### config.mk
export PLATFORM = sky130hd
export DESIGN_NAME = muldiv_unit
export DESIGN_NICKNAME = d
export VERILOG_FILES = /design/src/rtl/muldiv_pkg.sv /design/src/rtl/muldiv_iter_core.sv /design/src/rtl/muldiv_unit.sv
export SDC_FILE = /design/constraint.sdc
export NUM_CORES = 1
export LEC_CHECK = 0
export ABC_AREA = 1
export ABC_CLOCK_PERIOD_IN_PS = 4900
export BUFFER_PORTS_ARGS = -buffer_cell sky130_fd_sc_hd__buf_2
export CELL_PAD_IN_SITES_DETAIL_PLACEMENT = 1
export CELL_PAD_IN_SITES_GLOBAL_PLACEMENT = 1
export CORE_MARGIN = 2
export CORE_UTILIZATION = 46
export DETAILED_ROUTE_END_ITERATION = 10
export PLACE_DENSITY = 0.93
export SLEW_MARGIN = 20
export SYNTH_ARGS = -nofsm -noshare
export SYNTH_HDL_FRONTEND = slang
export SYNTH_SLANG_ARGS = --single-unit
### constraint.sdc
create_clock -name clk -period 4.9 [get_ports clk]
set_input_delay 0.98 -clock clk [delete_from_list [all_inputs] [get_ports clk]]
set_output_delay 0.98 -clock clk [all_outputs]
set_load 0.01 [all_outputs]
### src/rtl/muldiv_pkg.sv
// ============================================================================
// Module   : muldiv_pkg
// Purpose  : Shared funct3 codes, FSM state encoding and helpers for the
//            RV32M multiply/divide unit.
// Revision : 1.0 - initial release
// ============================================================================
`default_nettype none

package muldiv_pkg;

    localparam logic [2:0] F3_MUL    = 3'b000;
    localparam logic [2:0] F3_MULH   = 3'b001;
    localparam logic [2:0] F3_MULHSU = 3'b010;
    localparam logic [2:0] F3_MULHU  = 3'b011;
    localparam logic [2:0] F3_DIV    = 3'b100;
    localparam logic [2:0] F3_DIVU   = 3'b101;
    localparam logic [2:0] F3_REM    = 3'b110;
    localparam logic [2:0] F3_REMU   = 3'b111;

    localparam int MULDIV_ITERS = 32;

    typedef enum logic [1:0] {
        IDLE = 2'd0,
        CALC = 2'd1,
        FIX  = 2'd2,
        DONE = 2'd3
    } state_t;

    // Magnitude of x when it is treated as a signed value, otherwise x itself.
    function automatic logic [31:0] abs32(input logic [31:0] x, input logic is_signed);
        return (is_signed && x[31]) ? -x : x;
    endfunction

endpackage

`default_nettype wire

### src/rtl/muldiv_iter_core.sv
// ============================================================================
// Module   : muldiv_iter_core
// Purpose  : One radix-2 step on a {hi,lo} accumulator: shift-add multiply or
//            restoring divide, selected by is_div_i.
// Revision : 1.0 - initial release
// ============================================================================
`default_nettype none

module muldiv_iter_core #(
    parameter int W = 32
) (
    input  logic           is_div_i,
    input  logic [2*W-1:0] acc_i,
    input  logic [W-1:0]   operand_i,
    output logic [2*W-1:0] acc_o
);

    logic [W-1:0] w_hi;
    logic [W-1:0] w_lo;
    logic [W:0]   w_sum;
    logic [W:0]   w_shift;
    logic [W-1:0] w_diff;

    always_comb begin
        w_hi    = acc_i[2*W-1:W];
        w_lo    = acc_i[W-1:0];
        w_sum   = {1'b0, w_hi} + (w_lo[0] ? {1'b0, operand_i} : {(W+1){1'b0}});
        w_shift = {w_hi, w_lo[W-1]};
        // Only used when w_shift >= divisor, so the dropped top bit is zero.
        w_diff  = w_shift[W-1:0] - operand_i;
        acc_o   = acc_i;
        if (is_div_i) begin
            if (w_shift >= {1'b0, operand_i}) begin
                acc_o = {w_diff, w_lo[W-2:0], 1'b1};
            end else begin
                acc_o = {w_shift[W-1:0], w_lo[W-2:0], 1'b0};
            end
        end else begin
            acc_o = {w_sum, w_lo[W-1:1]};
        end
    end

endmodule

`default_nettype wire

### src/rtl/muldiv_unit.sv
// ============================================================================
// Module   : muldiv_unit
// Purpose  : Iterative RV32M multiply/divide unit with register write-back.
//            MULDIV_FAST_MUL_EN selects a single-cycle multiplier path.
// Revision : 1.0 - initial release
// ============================================================================
`default_nettype none

module muldiv_unit #(
    parameter int DATA_WIDTH = 32,
    parameter int REG_COUNT  = 32
) (
    input  logic                         clk,
    input  logic                         reset,
    input  logic                         start,
    input  logic [2:0]                   funct3,
    input  logic [DATA_WIDTH-1:0]        operand_a,
    input  logic [DATA_WIDTH-1:0]        operand_b,
    input  logic [$clog2(REG_COUNT)-1:0] rd_in,
    output logic                         busy,
    output logic                         done,
    output logic [DATA_WIDTH-1:0]        result,
    output logic [$clog2(REG_COUNT)-1:0] rd_out,
    output logic                         wb_reg_write
);

    import muldiv_pkg::*;

    localparam int DW = DATA_WIDTH;
    localparam int RW = $clog2(REG_COUNT);

    state_t          state_q, state_d;
    logic [5:0]      cnt_q, cnt_d;
    logic [2:0]      op_q, op_d;
    logic [2*DW-1:0] acc_q, acc_d;
    logic [DW-1:0]   opnd_q, opnd_d;
    logic            neg_q, neg_d;
    logic [DW-1:0]   result_q, result_d;
    logic [RW-1:0]   rd_q, rd_d;

    logic            w_is_div, w_a_signed, w_b_signed, w_sa, w_sb;
    logic            w_neg, w_div0, w_ovf;
    logic [DW-1:0]   w_mag_a, w_mag_b, w_special, w_rem_fix;
    logic [2*DW-1:0] w_core_acc, w_acc_fix;

    muldiv_iter_core #(.W(DW)) u_core (
        .is_div_i  (op_q[2]),
        .acc_i     (acc_q),
        .operand_i (opnd_q),
        .acc_o     (w_core_acc)
    );

    always_comb begin
        w_is_div   = funct3[2];
        w_a_signed = (funct3 != F3_MULHU) && (funct3 != F3_DIVU) && (funct3 != F3_REMU);
        w_b_signed = (funct3 == F3_MUL) || (funct3 == F3_MULH) ||
                     (funct3 == F3_DIV) || (funct3 == F3_REM);
        w_sa       = w_a_signed & operand_a[DW-1];
        w_sb       = w_b_signed & operand_b[DW-1];
        w_mag_a    = abs32(operand_a, w_a_signed);
        w_mag_b    = abs32(operand_b, w_b_signed);
        // Remainder follows the dividend; quotient and product use the XOR.
        w_neg      = (w_is_div && funct3[1]) ? w_sa : (w_sa ^ w_sb);
        w_div0     = w_is_div && (operand_b == '0);
        w_ovf      = w_is_div && w_a_signed && (operand_b == '1) &&
                     (operand_a == {1'b1, {(DW-1){1'b0}}});
        if (funct3[1]) begin
            w_special = w_div0 ? operand_a : '0;
        end else begin
            w_special = w_div0 ? '1 : {1'b1, {(DW-1){1'b0}}};
        end
        w_acc_fix  = neg_q ? -acc_q : acc_q;
        w_rem_fix  = neg_q ? -acc_q[2*DW-1:DW] : acc_q[2*DW-1:DW];
    end

    always_comb begin
        state_d  = state_q;
        cnt_d    = cnt_q;
        op_d     = op_q;
        acc_d    = acc_q;
        opnd_d   = opnd_q;
        neg_d    = neg_q;
        result_d = result_q;
        rd_d     = rd_q;
        case (state_q)
            IDLE: begin
                if (start) begin
                    op_d  = funct3;
                    rd_d  = rd_in;
                    neg_d = w_neg;
                    cnt_d = '0;
                    // Divide keeps the dividend in lo; multiply keeps the multiplier.
                    if (w_is_div) begin
                        acc_d  = {{DW{1'b0}}, w_mag_a};
                        opnd_d = w_mag_b;
                    end else begin
                        acc_d  = {{DW{1'b0}}, w_mag_b};
                        opnd_d = w_mag_a;
                    end
                    if (w_div0 || w_ovf) begin
                        result_d = w_special;
                        state_d  = DONE;
                    end else begin
`ifdef MULDIV_FAST_MUL_EN
                        if (w_is_div) begin
                            state_d = CALC;
                        end else begin
                            acc_d   = {{DW{1'b0}}, w_mag_a} * {{DW{1'b0}}, w_mag_b};
                            state_d = FIX;
                        end
`else
                        state_d = CALC;
`endif
                    end
                end
            end
            CALC: begin
                acc_d = w_core_acc;
                cnt_d = cnt_q + 6'd1;
                if (cnt_q == 6'(MULDIV_ITERS - 1)) begin
                    state_d = FIX;
                end
            end
            FIX: begin
                if (op_q[2]) begin
                    result_d = op_q[1] ? w_rem_fix : w_acc_fix[DW-1:0];
                end else begin
                    result_d = (op_q == F3_MUL) ? w_acc_fix[DW-1:0] : w_acc_fix[2*DW-1:DW];
                end
                state_d = DONE;
            end
            DONE: begin
                state_d = IDLE;
            end
            default: begin
                state_d = IDLE;
            end
        endcase
    end

    always_ff @(posedge clk) begin
        if (reset) begin
            state_q  <= IDLE;
            cnt_q    <= '0;
            op_q     <= '0;
            acc_q    <= '0;
            opnd_q   <= '0;
            neg_q    <= 1'b0;
            result_q <= '0;
            rd_q     <= '0;
        end else begin
            state_q  <= state_d;
            cnt_q    <= cnt_d;
            op_q     <= op_d;
            acc_q    <= acc_d;
            opnd_q   <= opnd_d;
            neg_q    <= neg_d;
            result_q <= result_d;
            rd_q     <= rd_d;
        end
    end

    assign busy         = (state_q != IDLE);
    assign done         = (state_q == DONE);
    assign result       = result_q;
    assign rd_out       = rd_q;
    assign wb_reg_write = done && (rd_q != '0);

endmodule

`default_nettype wire

==> results of run 1 <==
[stage by stage]
stage,setup WS [ns],hold WS (ns),cell area [µm²]
floorplan,2.31,0.458,18500
global placement,1.06,0.459,19500
detailed placement,0.940,0.467,19500
CTS,1.15,0.477,20000
global route,0.779,0.501,20000
finish,0.942,0.475,20000
[registers in the layout (all words and copies together), names as in the netlist]
name	cells
op_q	3
opnd_q	32
cnt_q	6
rd_out	5
acc_q	64
state_q	2
neg_q	1
result	32
[kinds of logic (layout without fill, tap and decap cells)]
group,count (synthesis),in the layout,share of synthesized area (%)
other,0,2,0
flip-flops,145,145,15.7
AO/OA/AOI/OAI,580,580,17.0
adder cells (fa/ha/maj),76,76,5.21
XOR/XNOR,89,89,4.21
buffers and inverters,610,667,13.0
AND/OR/NAND/NOR,1993,1993,44.9
[area by class of cell]
cell class	count	area (µm²)	share of cell area, %
Antenna cell	2	5.00	0.0250
Clock buffer	18	439	2.19
Sequential cell	145	2910	14.5
Inverter	485	1820	9.10
Multi-Input combinational cell	2738	13200	66.1
Tap cell	525	657	3.28
Timing Repair Buffer	150	841	4.20
Clock inverter	14	119	0.594
[placed cells by master, fill, tap and decap left out, drive strengths merged, types with 2 or more instances in the layout]
cell type / count
nand2: 1120
inv: 494
nor2: 408
nand3: 343
o21ai: 254
a21oi: 226
buf: 150
dfxtp: 145
ha: 74
xor2: 73
o211ai: 47
nand4: 46
nor3: 39
nand3b: 18
clkbuf: 18
xnor2: 16
a31oi: 16
a22oi: 11
o21bai: 9
or2: 8
a21o: 4
nor4: 4
clkinvlp: 4
and2: 3
o31ai: 3
a211oi: 3
diode: 2
o22ai: 2
o221ai: 2
nor3b: 2
fa: 2
[worst max-delay path, stage by stage, from the launching register on]
cell     delay [ns]
dfxtp_1        0.35
inv_1          0.09
ha_1           0.94
inv_2          0.66
o21ai_2        0.28
buf_4          0.41
inv_2          0.37
nor2_1         0.23
nand3_1        0.09
inv_1          0.10
nand2_1        0.08
nand2_1        0.06
nor3b_1        0.19
[power breakdown]
| part | leakage (µW) | switching (µW) | internal (µW) |
|---|---|---|---|
| combinational | 0.00901 | 5870 | 2260 |
| sequential | 0.00119 | 699 | 1540 |
| clock | 0.000265 | 652 | 675 |
[metal layers]
| layer | track usage, % | vias to the layer above |
|---|---|---|
| met5 | 0 | - |
| met4 | 27.7 | 0 |
| met3 | 12.3 | 372 |
| met2 | 66.2 | 1644 |
| met1 | 59.1 | 11900 |
| li1 | - | 11300 |
[synth_stat cells (all sizes together), types with 2 or more instances]
library cell,n,area share [%]
a211oi,3,0.12
a21o,4,0.16
a21oi,226,6.2
a22oi,11,0.45
a31oi,16,0.54
and2,3,0.10
buf,49,1.6
clkbuf,76,1.5
dfxtp,145,16
fa,2,0.22
ha,74,5.0
inv,484,9.8
nand2,1120,23
nand3,343,9.3
nand3b,18,0.75
nand4,46,1.6
nor2,408,8.6
nor3,39,1.1
nor3b,2,0.081
nor4,4,0.14
o211ai,47,1.9
o21ai,254,6.9
o21bai,9,0.36
o221ai,2,0.095
o22ai,2,0.068
o31ai,3,0.12
or2,8,0.27
xnor2,16,0.76
xor2,73,3.5
[worst paths after layout]
path,startpoint,endpoint,cells past startpoint
worst max-delay path,state_q[1],cnt_q[5],12
worst min-delay path,result[16],result[16],2
worst max register to register,state_q[1],cnt_q[5],12
worst min register to register,result[16],result[16],2
==> results.sh, run 1 <==
export IMPL_detail_route_drc_violations=0
export IMPL_syn2layout_area_growth_pct=8.03
export IMPL_hold_viol=0
export IMPL_wl_met3_mm=12.3
export IMPL_wl_met2_mm=39.5
export IMPL_power_density_nw_per_um2=585
export IMPL_maxSlewHeadroom_pct=21.8
export IMPL_worstMarginPinSlew_ns=1.17
export IMPL_post_route_period_util_pct=80.8
export IMPL_grt_max_degree=71
export IMPL_clock_latency_ns=0.50
export IMPL_io_pins=115
export IMPL_highest_layer="met4"
export IMPL_setup_viol=0
export IMPL_globalplace_congestion=1.07
export IMPL_met1Wirelength_mm=37.3
export IMPL_syn_area_um2=18500
export IMPL_finalPower_uw=11700
export IMPL_worst_setup_path_start_kind="flip-flop"
export IMPL_die_x_um=205
export IMPL_rows=73
export IMPL_max_vdd_ir_drop_mv=0.293
export IMPL_arrival_ns=4.36
export IMPL_nets=3688
export IMPL_start_util_pct=46.6
export IMPL_fillers=6006
export IMPL_cts_sinks=145
export IMPL_timing_final_crit_period_ns=3.96
export IMPL_drtIter0Drc=3562
export IMPL_via_count=25300
export IMPL_hold_class="reg2reg"
export IMPL_rsz0062_at_grt="no"
export IMPL_ys_flop_type="dfxtp_1"
export IMPL_yosysUniqueCellTypes=49
export IMPL_coreArea_um2=39700
export IMPL_critical_path_required_ns=5.30
export IMPL_final_cells=4077
export IMPL_seq_area_frac_synth_pct=15.7
export IMPL_syn_area_per_cell_um2=5.30
export IMPL_die_area_um2=41900
export IMPL_endpoint_kind="flip-flop"
export IMPL_cts_buffers=17
export IMPL_first_pass_iters=6
export IMPL_cts_hold_buffers=0
export IMPL_status="complete, no violations"
export IMPL_dp_hpwl_mm=75.4
export IMPL_p_leak_uw=0.0105
export IMPL_max_freq_mhz=253
export IMPL_ant_nets=0
export IMPL_cts_setup_buffers=0
export IMPL_die_y_um=205
export IMPL_ys_async_sr_fraction_pct=0
export IMPL_gr_total_overflow=0
export IMPL_rrSetupSlack_ns=0.94
export IMPL_slew_violations=0
export IMPL_avgRoutedWirePerCell_um=23.5
export IMPL_drive_above_1_share_pct=6.79
export IMPL_grt_pass1_vias=24200
export IMPL_synth_cells=3493
export IMPL_cp_max_fo=42
export IMPL_track_usage_pct=45.4
export IMPL_placedCellCount=4043
export IMPL_setup_tns_ns=0
export IMPL_portBuffers=114
export IMPL_clk_pin_slew_ns=0.07
export IMPL_skew_ns=0.0173
export IMPL_maxCapViolations=0
export IMPL_cts_htree_levels=4
export IMPL_vias_per_cell=6.19
export IMPL_synth_nets=3644
export IMPL_synth_edf_count=0
export IMPL_ctsResizeCount=0
export IMPL_antenna_found_initial=0
export IMPL_cts_max_path_buffers=2
export IMPL_utilization_pct=50.4
export IMPL_cts_root_buffer="clkbuf_16"
export IMPL_routed_wl_mm=95.8
export IMPL_ys_ff_latch=145
export IMPL_cts_tree="built"
export IMPL_grt_first_pass_wirelength_mm=143
export IMPL_yosys_warnings=0
export IMPL_worstSetupPathType="reg2reg"
No activity file was read; power rests on OpenSTA's default activity.
==> run 2, diff against run 1 <==
--- a/config.mk
+++ b/config.mk
@@ -6,14 +6,14 @@
 export NUM_CORES = 1
 export LEC_CHECK = 0
 export ABC_AREA = 1
-export ABC_CLOCK_PERIOD_IN_PS = 4900
+export ABC_CLOCK_PERIOD_IN_PS = 4000
 export BUFFER_PORTS_ARGS = -buffer_cell sky130_fd_sc_hd__buf_2
 export CELL_PAD_IN_SITES_DETAIL_PLACEMENT = 1
 export CELL_PAD_IN_SITES_GLOBAL_PLACEMENT = 1
 export CORE_MARGIN = 2
-export CORE_UTILIZATION = 46
+export CORE_UTILIZATION = 43
 export DETAILED_ROUTE_END_ITERATION = 10
-export PLACE_DENSITY = 0.93
+export PLACE_DENSITY = 0.88
 export SLEW_MARGIN = 20
 export SYNTH_ARGS = -nofsm -noshare
 export SYNTH_HDL_FRONTEND = slang
==> constraint.sdc (replaced) <==
create_clock -name clk -period 4 [get_ports clk]
set_input_delay 0.8 -clock clk [delete_from_list [all_inputs] [get_ports clk]]
set_output_delay 0.8 -clock clk [all_outputs]
set_load 0.01 [all_outputs]
==> results.sh, run 2 (synthesized netlist as in run 1, its figures left out) <==
export IMPL_worstSetupPathType="reg2reg"
export IMPL_die_y_um=212
export IMPL_cts_max_path_buffers=2
export IMPL_cts_sinks=145
export IMPL_max_vdd_ir_drop_mv=0.431
export IMPL_detail_route_drc_violations=0
export IMPL_first_pass_iters=6
export IMPL_worstMarginPinSlew_ns=1.15
export IMPL_io_pins=115
export IMPL_cts_setup_buffers=0
export IMPL_worst_setup_path_start_kind="flip-flop"
export IMPL_final_cells=4112
export IMPL_vias_per_cell=6.06
export IMPL_slew_violations=0
export IMPL_nets=3704
export IMPL_netSwitchingPower_uw=8660
export IMPL_setup_viol=0
export IMPL_place_area_um2=19600
export IMPL_track_usage_pct=43.2
export IMPL_rows=76
export IMPL_cts_hold_buffers=0
export IMPL_largest_register_ffs=64
export IMPL_max_freq_mhz=298
export IMPL_routed_wl_mm=97.5
export IMPL_post_route_period_util_pct=83.8
export IMPL_rsz0062_at_grt="no"
export IMPL_syn2layout_area_growth_pct=9.21
export IMPL_endpoint_kind="flip-flop"
export IMPL_avgRoutedWirePerCell_um=23.7
export IMPL_p_leak_uw=0.0106
export IMPL_final_cell_mix="nand2_1, inv_1, nor2_1, nand3_1, o21ai_0"
export IMPL_portBuffers=114
export IMPL_final_common_cell="nand2_1"
export IMPL_pwr_share_clk_pct=12.5
export IMPL_setup_tns_ns=0
export IMPL_via_count=24900
export IMPL_gr_total_overflow=0
export IMPL_die_area_um2=44800
export IMPL_diodes=0
export IMPL_coreArea_um2=42800
export IMPL_intPower_uw=5770
export IMPL_dp_hpwl_mm=77.7
export IMPL_hold_viol=0
export IMPL_grt_max_degree=71
export IMPL_grt_first_pass_wirelength_mm=145
export IMPL_arrival_ns=3.73
export IMPL_die_x_um=212
export IMPL_design_area_um2=20200
export IMPL_cts_buffers=17
export IMPL_combPwrFrac_pct=69.2
export IMPL_globalplace_congestion=1.07
export IMPL_swShare_pct=60.0
export IMPL_start_util_pct=43.3
export IMPL_clock_latency_ns=0.47
export IMPL_seqPwrFrac_pct=18.3
export IMPL_power_density_nw_per_um2=713
export IMPL_holdWs_ns=0.471
export IMPL_cp_max_fo=19
export IMPL_ctsResizeCount=0
export IMPL_cts_tree="built"
export IMPL_hold_class="reg2reg"
export IMPL_status="complete, no violations"
export IMPL_critical_path_required_ns=4.37
export IMPL_maxSlewHeadroom_pct=23.2
export IMPL_ant_nets=0
export IMPL_drtIter0Drc=2865
export IMPL_cts_root_buffer="clkbuf_16"
export IMPL_placedCellCount=4080
export IMPL_skew_ns=0.0186
export IMPL_cts_htree_levels=4
export IMPL_clk_pin_slew_ns=0.07
export IMPL_maxCapViolations=0
export IMPL_grt_pass1_vias=23900
export IMPL_antenna_found_initial=3
export IMPL_timing_final_crit_period_ns=3.35
export IMPL_regMostFlops="acc_q"
export IMPL_drive_above_1_share_pct=7.18
-- run 2: cell count changes in the layout (fill, tap and decap cells not counted), sizes merged --
cell	change
clkinv	+1
clkbuf	+2
bufinv	+4
buf	+16
diode	-2
inv	-5
clkinvlp	-2
-- run 2: per-stage QoR --
stage               setup WS [ns]  utilization (%)  total power (µW)
floorplan                    1.59                -              8750
global placement            0.672             45.8             11800
detailed placement          0.667             45.8             12100
CTS                         0.722             47.3             14000
global route                0.467             47.3             15300
finish                      0.648             47.3             14400
-- run 2: power by group through the flow --
stage / registers, µW / clock network, µW / logic, µW
finish: 2650 / 1800 / 9990
global placement: 2580 / 0 / 9260
detailed placement: 2600 / 0 / 9480
floorplan: 2340 / 0 / 6410
global route: 2650 / 1830 / 10900
CTS: 2580 / 1790 / 9600
-- run 2: cell type report --
type | count | area (µm²)
clock buffer | 20 | 457
clock inverter | 12 | 178
timing repair buffer | 166 | 961
fill | 6415 | 22600
inverter | 485 | 1820
sequential | 145 | 2910
tap | 546 | 683
multi-input combinational | 2738 | 13200
-- run 2: critical path, cell delays in order, from the launching register on --
cell and delay (ns):
dfxtp_1 0.33, buf_4 0.28, nand2_1 0.15, inv_1 0.09, ha_1 0.26, inv_1 0.08, fa_1 0.38, inv_1 0.14
nand3_1 0.09, nand2_1 0.19, inv_1 0.06, o21ai_0 0.35, nand2_1 0.17, nand2_1 0.10, nand2_1 0.07, nand2_1 0.09
nand2_1 0.06, nand2_1 0.05, nand2_1 0.05, inv_1 0.07, nand2_1 0.05, a21oi_1 0.14
-- run 2: layer usage --
| metal | GRT usage, % | share of wire [%] | vias up |
|---|---|---|---|
| met5 | 0 | 0.028 | - |
| met4 | 27.8 | 7.3 | 4 |
| met3 | 11.7 | 12 | 358 |
| met2 | 63.0 | 41 | 1526 |
| met1 | 55.9 | 40 | 11700 |
| li1 | - | - | 11300 |
-- run 2: worst paths after layout --
path | from | end | slack (ns) | cells after the start
worst max-delay path | acc_q[0] | acc_q[63] | 0.65 | 21
worst min-delay path | result[18] | result[18] | 0.47 | 2
worst max register to register | acc_q[0] | acc_q[63] | 0.65 | 21
worst min register to register | result[18] | result[18] | 0.47 | 2
